--- src/rtl/multicycle_controller.sv ---
// Multicycle RV32 subset controller: Moore main FSM plus ALU and immediate decoders.
// Optional build macro MC_ILLEGAL_TRAP_EN: unsupported opcodes trap in ILLEGAL until reset.
module multicycle_controller (
  input  logic       clk,
  input  logic       reset,
  input  logic [6:0] op,
  input  logic [2:0] funct3,
  input  logic       funct7b5,
  input  logic       Zero,
  output logic       PCWrite,
  output logic       AdrSrc,
  output logic       MemWrite,
  output logic       IRWrite,
  output logic       RegWrite,
  output logic [1:0] ResultSrc,
  output logic [1:0] ALUSrcA,
  output logic [1:0] ALUSrcB,
  output logic [2:0] ALUControl,
  output logic [1:0] ImmSrc,
  output logic [3:0] State,
  output logic       Illegal
);

  localparam logic [6:0] OP_LOAD  = 7'b0000011;
  localparam logic [6:0] OP_STORE = 7'b0100011;
  localparam logic [6:0] OP_RTYPE = 7'b0110011;
  localparam logic [6:0] OP_ITYPE = 7'b0010011;
  localparam logic [6:0] OP_JAL   = 7'b1101111;
  localparam logic [6:0] OP_BEQ   = 7'b1100011;

  typedef enum logic [3:0] {
    FETCH    = 4'd0,
    DECODE   = 4'd1,
    MEMADR   = 4'd2,
    MEMREAD  = 4'd3,
    MEMWB    = 4'd4,
    MEMWRITE = 4'd5,
    EXECUTER = 4'd6,
    ALUWB    = 4'd7,
    EXECUTEI = 4'd8,
    JAL      = 4'd9,
    BEQ      = 4'd10,
    ILLEGAL  = 4'd11
  } state_t;

  state_t     state, next;
  logic       pcupdate, branch;
  logic [1:0] aluop;

  always_ff @(posedge clk) begin
    if (reset) state <= FETCH;
    else       state <= next;
  end

  always_comb begin
    next = FETCH;
    case (state)
      FETCH:  next = DECODE;
      DECODE: begin
        case (op)
          OP_LOAD, OP_STORE: next = MEMADR;
          OP_RTYPE:          next = EXECUTER;
          OP_ITYPE:          next = EXECUTEI;
          OP_JAL:            next = JAL;
          OP_BEQ:            next = BEQ;
`ifdef MC_ILLEGAL_TRAP_EN
          default:           next = ILLEGAL;
`else
          default:           next = FETCH;
`endif
        endcase
      end
      MEMADR:   next = (op == OP_LOAD) ? MEMREAD : MEMWRITE;
      MEMREAD:  next = MEMWB;
      EXECUTER: next = ALUWB;
      EXECUTEI: next = ALUWB;
      JAL:      next = ALUWB;
`ifdef MC_ILLEGAL_TRAP_EN
      ILLEGAL:  next = ILLEGAL;
`endif
      // MEMWB, MEMWRITE, ALUWB, BEQ and unused codes 12-15 all return to FETCH
      default:  next = FETCH;
    endcase
  end

  always_comb begin
    pcupdate  = 1'b0;
    branch    = 1'b0;
    aluop     = 2'b00;
    AdrSrc    = 1'b0;
    MemWrite  = 1'b0;
    IRWrite   = 1'b0;
    RegWrite  = 1'b0;
    ResultSrc = 2'b00;
    ALUSrcA   = 2'b00;
    ALUSrcB   = 2'b00;
    case (state)
      FETCH: begin
        IRWrite   = 1'b1;
        ALUSrcB   = 2'b10;
        ResultSrc = 2'b10;
        pcupdate  = 1'b1;
      end
      DECODE: begin
        ALUSrcA = 2'b01;
        ALUSrcB = 2'b01;
      end
      MEMADR: begin
        ALUSrcA = 2'b10;
        ALUSrcB = 2'b01;
      end
      MEMREAD: AdrSrc = 1'b1;
      MEMWB: begin
        ResultSrc = 2'b01;
        RegWrite  = 1'b1;
      end
      MEMWRITE: begin
        AdrSrc   = 1'b1;
        MemWrite = 1'b1;
      end
      EXECUTER: begin
        ALUSrcA = 2'b10;
        aluop   = 2'b10;
      end
      EXECUTEI: begin
        ALUSrcA = 2'b10;
        ALUSrcB = 2'b01;
        aluop   = 2'b10;
      end
      ALUWB: RegWrite = 1'b1;
      JAL: begin
        ALUSrcA  = 2'b01;
        ALUSrcB  = 2'b10;
        pcupdate = 1'b1;
      end
      BEQ: begin
        ALUSrcA = 2'b10;
        aluop   = 2'b01;
        branch  = 1'b1;
      end
      default: ;
    endcase
  end

  assign PCWrite = pcupdate | (branch & Zero);

  always_comb begin
    ALUControl = 3'b000;
    case (aluop)
      2'b01: ALUControl = 3'b001;
      2'b10: begin
        case (funct3)
          3'b000:  ALUControl = (op[5] & funct7b5) ? 3'b001 : 3'b000;
          3'b010:  ALUControl = 3'b101;
          3'b110:  ALUControl = 3'b011;
          3'b111:  ALUControl = 3'b010;
          default: ALUControl = 3'b000;
        endcase
      end
      default: ALUControl = 3'b000;
    endcase
  end

  always_comb begin
    case (op)
      OP_STORE: ImmSrc = 2'b01;
      OP_BEQ:   ImmSrc = 2'b10;
      OP_JAL:   ImmSrc = 2'b11;
      default:  ImmSrc = 2'b00;
    endcase
  end

  assign State = state;

`ifdef MC_ILLEGAL_TRAP_EN
  assign Illegal = (state == ILLEGAL);
`else
  assign Illegal = 1'b0;
`endif

endmodule

--- config.mk ---
export PLATFORM = sky130hd
export DESIGN_NAME = multicycle_controller
export DESIGN_NICKNAME = d
export VERILOG_FILES = /design/src/rtl/multicycle_controller.sv
export SDC_FILE = /design/constraint.sdc
export NUM_CORES = 1
export LEC_CHECK = 0
export ABC_AREA = 0
export CAP_MARGIN = 10
export CELL_PAD_IN_SITES_DETAIL_PLACEMENT = 1
export CELL_PAD_IN_SITES_GLOBAL_PLACEMENT = 1
export CORE_UTILIZATION = 23
export DETAILED_ROUTE_END_ITERATION = 16
export PLACE_DENSITY = 0.88
export SETUP_SLACK_MARGIN = 0.2
export SYNTH_ARGS = -nofsm -noshare
export SYNTH_HDL_FRONTEND = slang
export SYNTH_SLANG_ARGS = --single-unit
--- constraint.sdc ---
create_clock -name clk -period 1.9 [get_ports clk]
set_input_delay 0.19 -clock clk [delete_from_list [all_inputs] [get_ports clk]]
set_output_delay 0.19 -clock clk [all_outputs]
set_load 0.02 [all_outputs]
==> results.cfg, run 1 <==
[worst_setup_path]
ff2ff_path_depth = 4
r2r_setup_slack_ns = 0.49
critPathKind = flop to output port
max_stage_delay_ns = 0.36
crit_fanout = 4
crit_path_end_kind = output port
worstReg2RegEnd = State[1]$_SDFF_PP0_
r2r-start = State[1]$_SDFF_PP0_
crit_slowest_cell = dfxtp_4
start_kind = flop
cp_num_buf_inv = 2
cp.required_ns = 1.71
crit_family = flip-flops
critical_path_arrival_ns = 1.65
crit_chain = nor2_4 > nand2_2 > a21o_1 > inv_2 > ha_4 > nand2_4 > nor4_4 > buf_4

[routing]
wirelength_mm = 2.229
drtIter0Drc = 3
dr.pass1.iters = 2
dr_total_vias = 796
wl_per_cell_um = 14.11
viasPerCell = 5.038
postRouteAntennaNets = 0
drc = 0

[finish]
area_delta_synth_final_pct = 113.2
diodes = 0
largest_register_ffs = 4
drive_above_1_share = 0.4385
fillCellCount = 277
fin_util = 0.5198
final_cell_area_mm2 = 0.001150
fin_nets = 148

[sta]
timing.final.ws_setup_ns = 0.06121
hold_viol = 0
setup_viol = 0
fin_crit_ns = 1.839
drv_slew = 0
fmax_ghz = 0.5438
rsz0062_at_grt = yes
fin_skew_ns = 0.002088
fin_crit_sh = 0.9678

[hold_path]
hp-class = flop to flop
min_path_cells = 2
worstHoldEndpoint = State[0]$_SDFF_PP0_
worstHoldStart = State[0]$_SDFF_PP0_

[synth]
synth_edf_count = 0
synth_common_cells = nor2_1, nand2_1, inv_1, buf_2, dfxtp_1
ys_warn_count = 0
yosys.area.top_type_share = 0.1485
syn-cell-area_um2 = 539.3
postSynthAreaPerCell_um2 = 6.741
synth-seq-area-share = 0.1485
ys_top_cells_by_area = dfxtp_1, nor2_1, nand2_1
syn_inst = 80
syn_nets = 96
synthFlopType = dfxtp_1
synth-seq-cells = 4
synth.distinct_cells = 36
ys_async_sr_fraction = 0
synth_most_common_cell = nor2_1
synth.largest_area_cell = dfxtp_1

[clock_tree]
cts_buffer_depth = 2
cts.sinks = 4
cts_buffers = 3
cts_tree = built
hold_buffers = 0
clkSlewWorstSetupHoldPaths_ns = 0.04
cts-htree-levels = 1
clockRootBuffer = clkbuf_4
insertion_delay_ns = 0.25

[power]
power_density_mw_per_mm2 = 301.1
ir_worst_vdd_mv = 0.1210
total_leakage_power_nw = 0.4945

[global_route]
grt_max_degree = 16
antenna_found_initial = 0
grt_overflow = 0
grt_pass1_vias = 799
grt_pass1_wl_mm = 3.539
grt.total_usage = 0.1863

[flow_run]
drv_cap = 0

[placement]
post-place-ws_ns = -0.1905
dp_hpwl_mm = 1.602
gp_congestion = 0.8052
io_buffers = 33
place_area_mm2 = 0.001040

[floorplanning]
fp.dieW_um = 50.42
fp-row-count = 17
ioPinCount = 35
die_y_um = 50.42
start_util = 0.2438
die-area_mm2 = 0.002542
core_mm2 = 0.002212

[status]
run_status = complete, no violations
[worst reg2reg max path: cells and delay by family (launching register included)]
kind | cells | cell delay (ns)
compound gates | 1 | 0.18
buf+inv | 2 | 0.26
flops | 1 | 0.38
simple gates | 1 | 0.50
[metrics by stage]
step | TNS, ns | cells | total power, mW | hold WS, ns
6_report | 0 | 158 | 0.3463 | 0.6746
3_3_place_gp | -0.4395 | 153 | 0.2304 | 0.6729
4_1_cts | 0 | 156 | 0.3486 | 0.6594
3_5_place_dp | -0.6513 | 153 | 0.2352 | 0.6997
2_1_floorplan | 0 | 80 | 0.1536 | 0.3414
5_1_grt | -0.02485 | 158 | 0.3647 | 0.7030
[cells by family (layout without fill, tap and decap cells)]
family,count (synthesis),after routing,share of synthesized area
AND/OR/NAND/NOR,38,38,0.3805
AO/OA/AOI/OAI,18,18,0.2367
buffers and inverters,13,63,0.1160
XOR/XNOR,4,4,0.06498
flip-flops,4,4,0.1485
adder cells (fa/ha/maj),2,2,0.04640
other,1,1,0.006954
[layer usage]
layer,vias up,GRT usage,share of wire
met4,0,0.1157,0.033
met5,-,0,0
met3,9,0.02121,0.046
met1,372,0.1833,0.40
met2,31,0.3622,0.52
li1,384,-,-
[worst max-delay path by stage]
stage                              from            end  slack, ns  depth (start not counted)
floorplan           State[2]$_SDFF_PP0_  ALUControl[2]       0.05                          5
CTS                 State[2]$_SDFF_PP0_  ALUControl[0]       0.02                          7
detailed placement  State[3]$_SDFF_PP0_  ALUControl[2]      -0.19                          6
finish              State[2]$_SDFF_PP0_  ALUControl[2]       0.06                          8
global route        State[2]$_SDFF_PP0_  ALUControl[2]      -0.02                          8
global placement    State[2]$_SDFF_PP0_  ALUControl[2]      -0.13                          5
[layout make-up]
cell class | count | area [µm²] | share of cell area
multi-input combinational | 63 | 503.0 | 0.4374
timing repair buffer | 54 | 474.2 | 0.4124
sequential | 4 | 92.59 | 0.08052
tap | 28 | 35.03 | 0.03047
clock buffer | 3 | 22.52 | 0.01959
inverter | 6 | 22.52 | 0.01959
[where the power goes]
| part | total [mW] | internal [mW] | switching (mW) |
|---|---|---|---|
| registers | 0.0862 | 0.0829 | 0.00336 |
| clock network | 0.115 | 0.0712 | 0.0439 |
| logic | 0.145 | 0.0742 | 0.0707 |
[cell usage in the layout (no fill, tap or decap), types with 2 or more instances in the layout]
master	synthesis	routed
a21o_1	2	2
a21oi_1	3	2
and2b_1	2	2
buf_2	5	2
buf_4	2	21
buf_6	0	4
clkbuf_4	0	3
clkdlybuf4s50_1	0	17
dfxtp_4	0	3
dlygate4sd2_1	0	8
ha_4	0	2
inv_1	6	3
inv_2	0	3
nand2_1	8	5
nand2_2	0	2
nor2_1	12	9
nor2_4	0	2
nor3_1	3	3
nor4_2	1	2
o21ai_0	2	2
o22ai_1	2	2
xnor2_1	3	3
[what timing repair did]
action / in CTS / in global routing
endpoints found under the setup margin: 16 / 9
hold endpoints to repair: 0 / 0
resized for setup: 46 / 23
buffers inserted: 0 / 2
pin swaps: 0 / 4
No activity file was read; power rests on OpenSTA's default activity.
==> run 2, diff against run 1 <==
Settings changed: SKIP_LAST_GASP set to 1.
==> run 2 against run 1 <==
Effect of this change: die area did not move; final area did not move; critical path depth down 2; via count down 0.88%; sequential power up 2%; global-route usage shrank 0.19 points; cell count unchanged; power up 0.84%; clock skew grew 0.0022 ns; register-to-register slack gained 0.05 ns; sequential share of layout area down 0.22 points; flip-flop and latch count unchanged; largest cell class unchanged; largest power group unchanged; highest routed layer unchanged.
==> results.cfg, run 2 (synthesized netlist as in run 1, its figures left out) <==
[status]
run_status = complete, no violations

[clock_tree]
cts_tree = built
hold_buffers = 0
cts_buffer_depth = 2
cts-htree-levels = 1
cts.sinks = 4
cts_buffers = 3
clkSlewWorstSetupHoldPaths_ns = 0.04
clockRootBuffer = clkbuf_4
insertion_delay_ns = 0.26

[worst_setup_path]
cp.required_ns = 1.71
critPathKind = flop to output port
ff2ff_path_depth = 3
r2r-start = State[1]$_SDFF_PP0_
critical_path_arrival_ns = 1.64
worstSetupStartpoint = State[1]$_SDFF_PP0_
r2r_setup_slack_ns = 0.54
crit_fanout = 5
start_kind = flop
crit_path_end_kind = output port
worstReg2RegEnd = State[1]$_SDFF_PP0_

[power]
power_density_mw_per_mm2 = 303.7
total_leakage_power_nw = 0.5086
p_total_uw = 349.2
ir_worst_vdd_mv = 0.1897

[placement]
dp_hpwl_mm = 1.602
place_inst = 153
gp_congestion = 0.8052
place_area_mm2 = 0.001040
io_buffers = 33

[finish]
final_cell_area_mm2 = 0.001150
final_common_cell = buf_4
final_cells = 158
layout_common_cells = buf_4, clkdlybuf4s50_1, nor2_1, dlygate4sd2_1
diodes = 0
area_delta_synth_final_pct = 113.2
ff_latch_area_um2 = 90.09
fillCellCount = 285
drive_above_1_share = 0.4154
fin_nets = 148
multi_input_area_um2 = 509.2
largest_register_ffs = 4

[sta]
tns_ns = 0
setup_viol = 0
rsz0062_at_grt = yes
hold_slack_ns = 0.6766
drv_slew = 0
fmax_ghz = 0.5452
fin_crit_ns = 1.834
hold_viol = 0
fin_skew_ns = 0.004326
fin_crit_sh = 0.9653

[global_route]
grt_pass1_wl_mm = 3.491
antenna_found_initial = 0
grt.total_usage = 0.1844
grt_pass1_vias = 799
grt_max_degree = 16
grt_overflow = 0

[routing]
wl_per_cell_um = 13.94
dr_total_vias = 789
drtIter0Drc = 5
wirelength_mm = 2.203
viasPerCell = 4.994
dr.pass1.iters = 2
postRouteAntennaNets = 0
drc = 0

[floorplanning]
fp.dieW_um = 50.42
start_util = 0.2438
die-area_mm2 = 0.002542
ioPinCount = 35
core_mm2 = 0.002212
die_y_um = 50.42
fp-row-count = 17

[hold_path]
worstHoldEndpoint = State[0]$_SDFF_PP0_
hp-class = flop to flop
worstHoldStart = State[0]$_SDFF_PP0_
min_path_cells = 2

[flow_run]
drv_cap = 0
run 2: cell types whose count changed in the layout (fill, tap and decap cells not counted), sizes merged:
| cell | delta |
|---|---|
| buf | -2 |
| dlygate4sd2 | +1 |
| clkbuf | +2 |
| clkdlybuf4s15 | -1 |
run 2: report_power, final:
group          switching (mW)  leakage [nW]  total (mW)  internal, mW
Sequential            0.00339        0.0349      0.0876        0.0842
Clock                  0.0481        0.0138       0.120        0.0715
Combinational          0.0704         0.460       0.142        0.0716
run 2: worst max path at each step:
stage | cells after the start | endpoint
finish | 6 | ALUControl[2]
floorplan | 5 | ALUControl[2]
global route | 8 | ALUControl[2]
CTS | 6 | ALUControl[2]
global placement | 5 | ALUControl[2]
detailed placement | 6 | ALUControl[2]
run 2: layout make-up:
class,count,area share
inverter,6,0.01959
sequential,4,0.07835
clock buffer,3,0.01959
timing repair buffer,54,0.4091
tap,28,0.03047
multi-input combinational,63,0.4429
run 2: repair_timing:
item | 4_1_cts | 5_1_grt
setup buffers | 0 | 2
pin swaps | 0 | 5
gates resized for setup | 36 | 28
setup endpoints to repair | 16 | 11
run 2: layer usage:
metal	wire, µm	vias up	global-route usage
li1	-	385	-
met1	885	375	0.1779
met2	1195	27	0.3600
met3	90	2	0.02121
met4	31	0	0.1204
met5	0	-	0
run 2: stage by stage:
stage / util / setup slack, ns
final: 0.5198 / 0.06592
after global routing: 0.5198 / -0.01002
after CTS: 0.4808 / -0.02841
after detailed placement: 0.4700 / -0.1905
after global placement: 0.4700 / -0.1341
after floorplan: - / 0.04520
run 2: critical path, stage by stage, from the launching register on:
cell and delay (ns):
dfxtp_4 0.39, nand2_4 0.06, nor3_4 0.23, buf_6 0.14, ha_4 0.20, nor4_4 0.19, buf_4 0.17
==> run 3, diff against run 2 <==
Settings changed: SKIP_LAST_GASP 1 to not set.
==> results of run 3 <==
The final DEF is identical to that of run 1; final timing and power are the same.
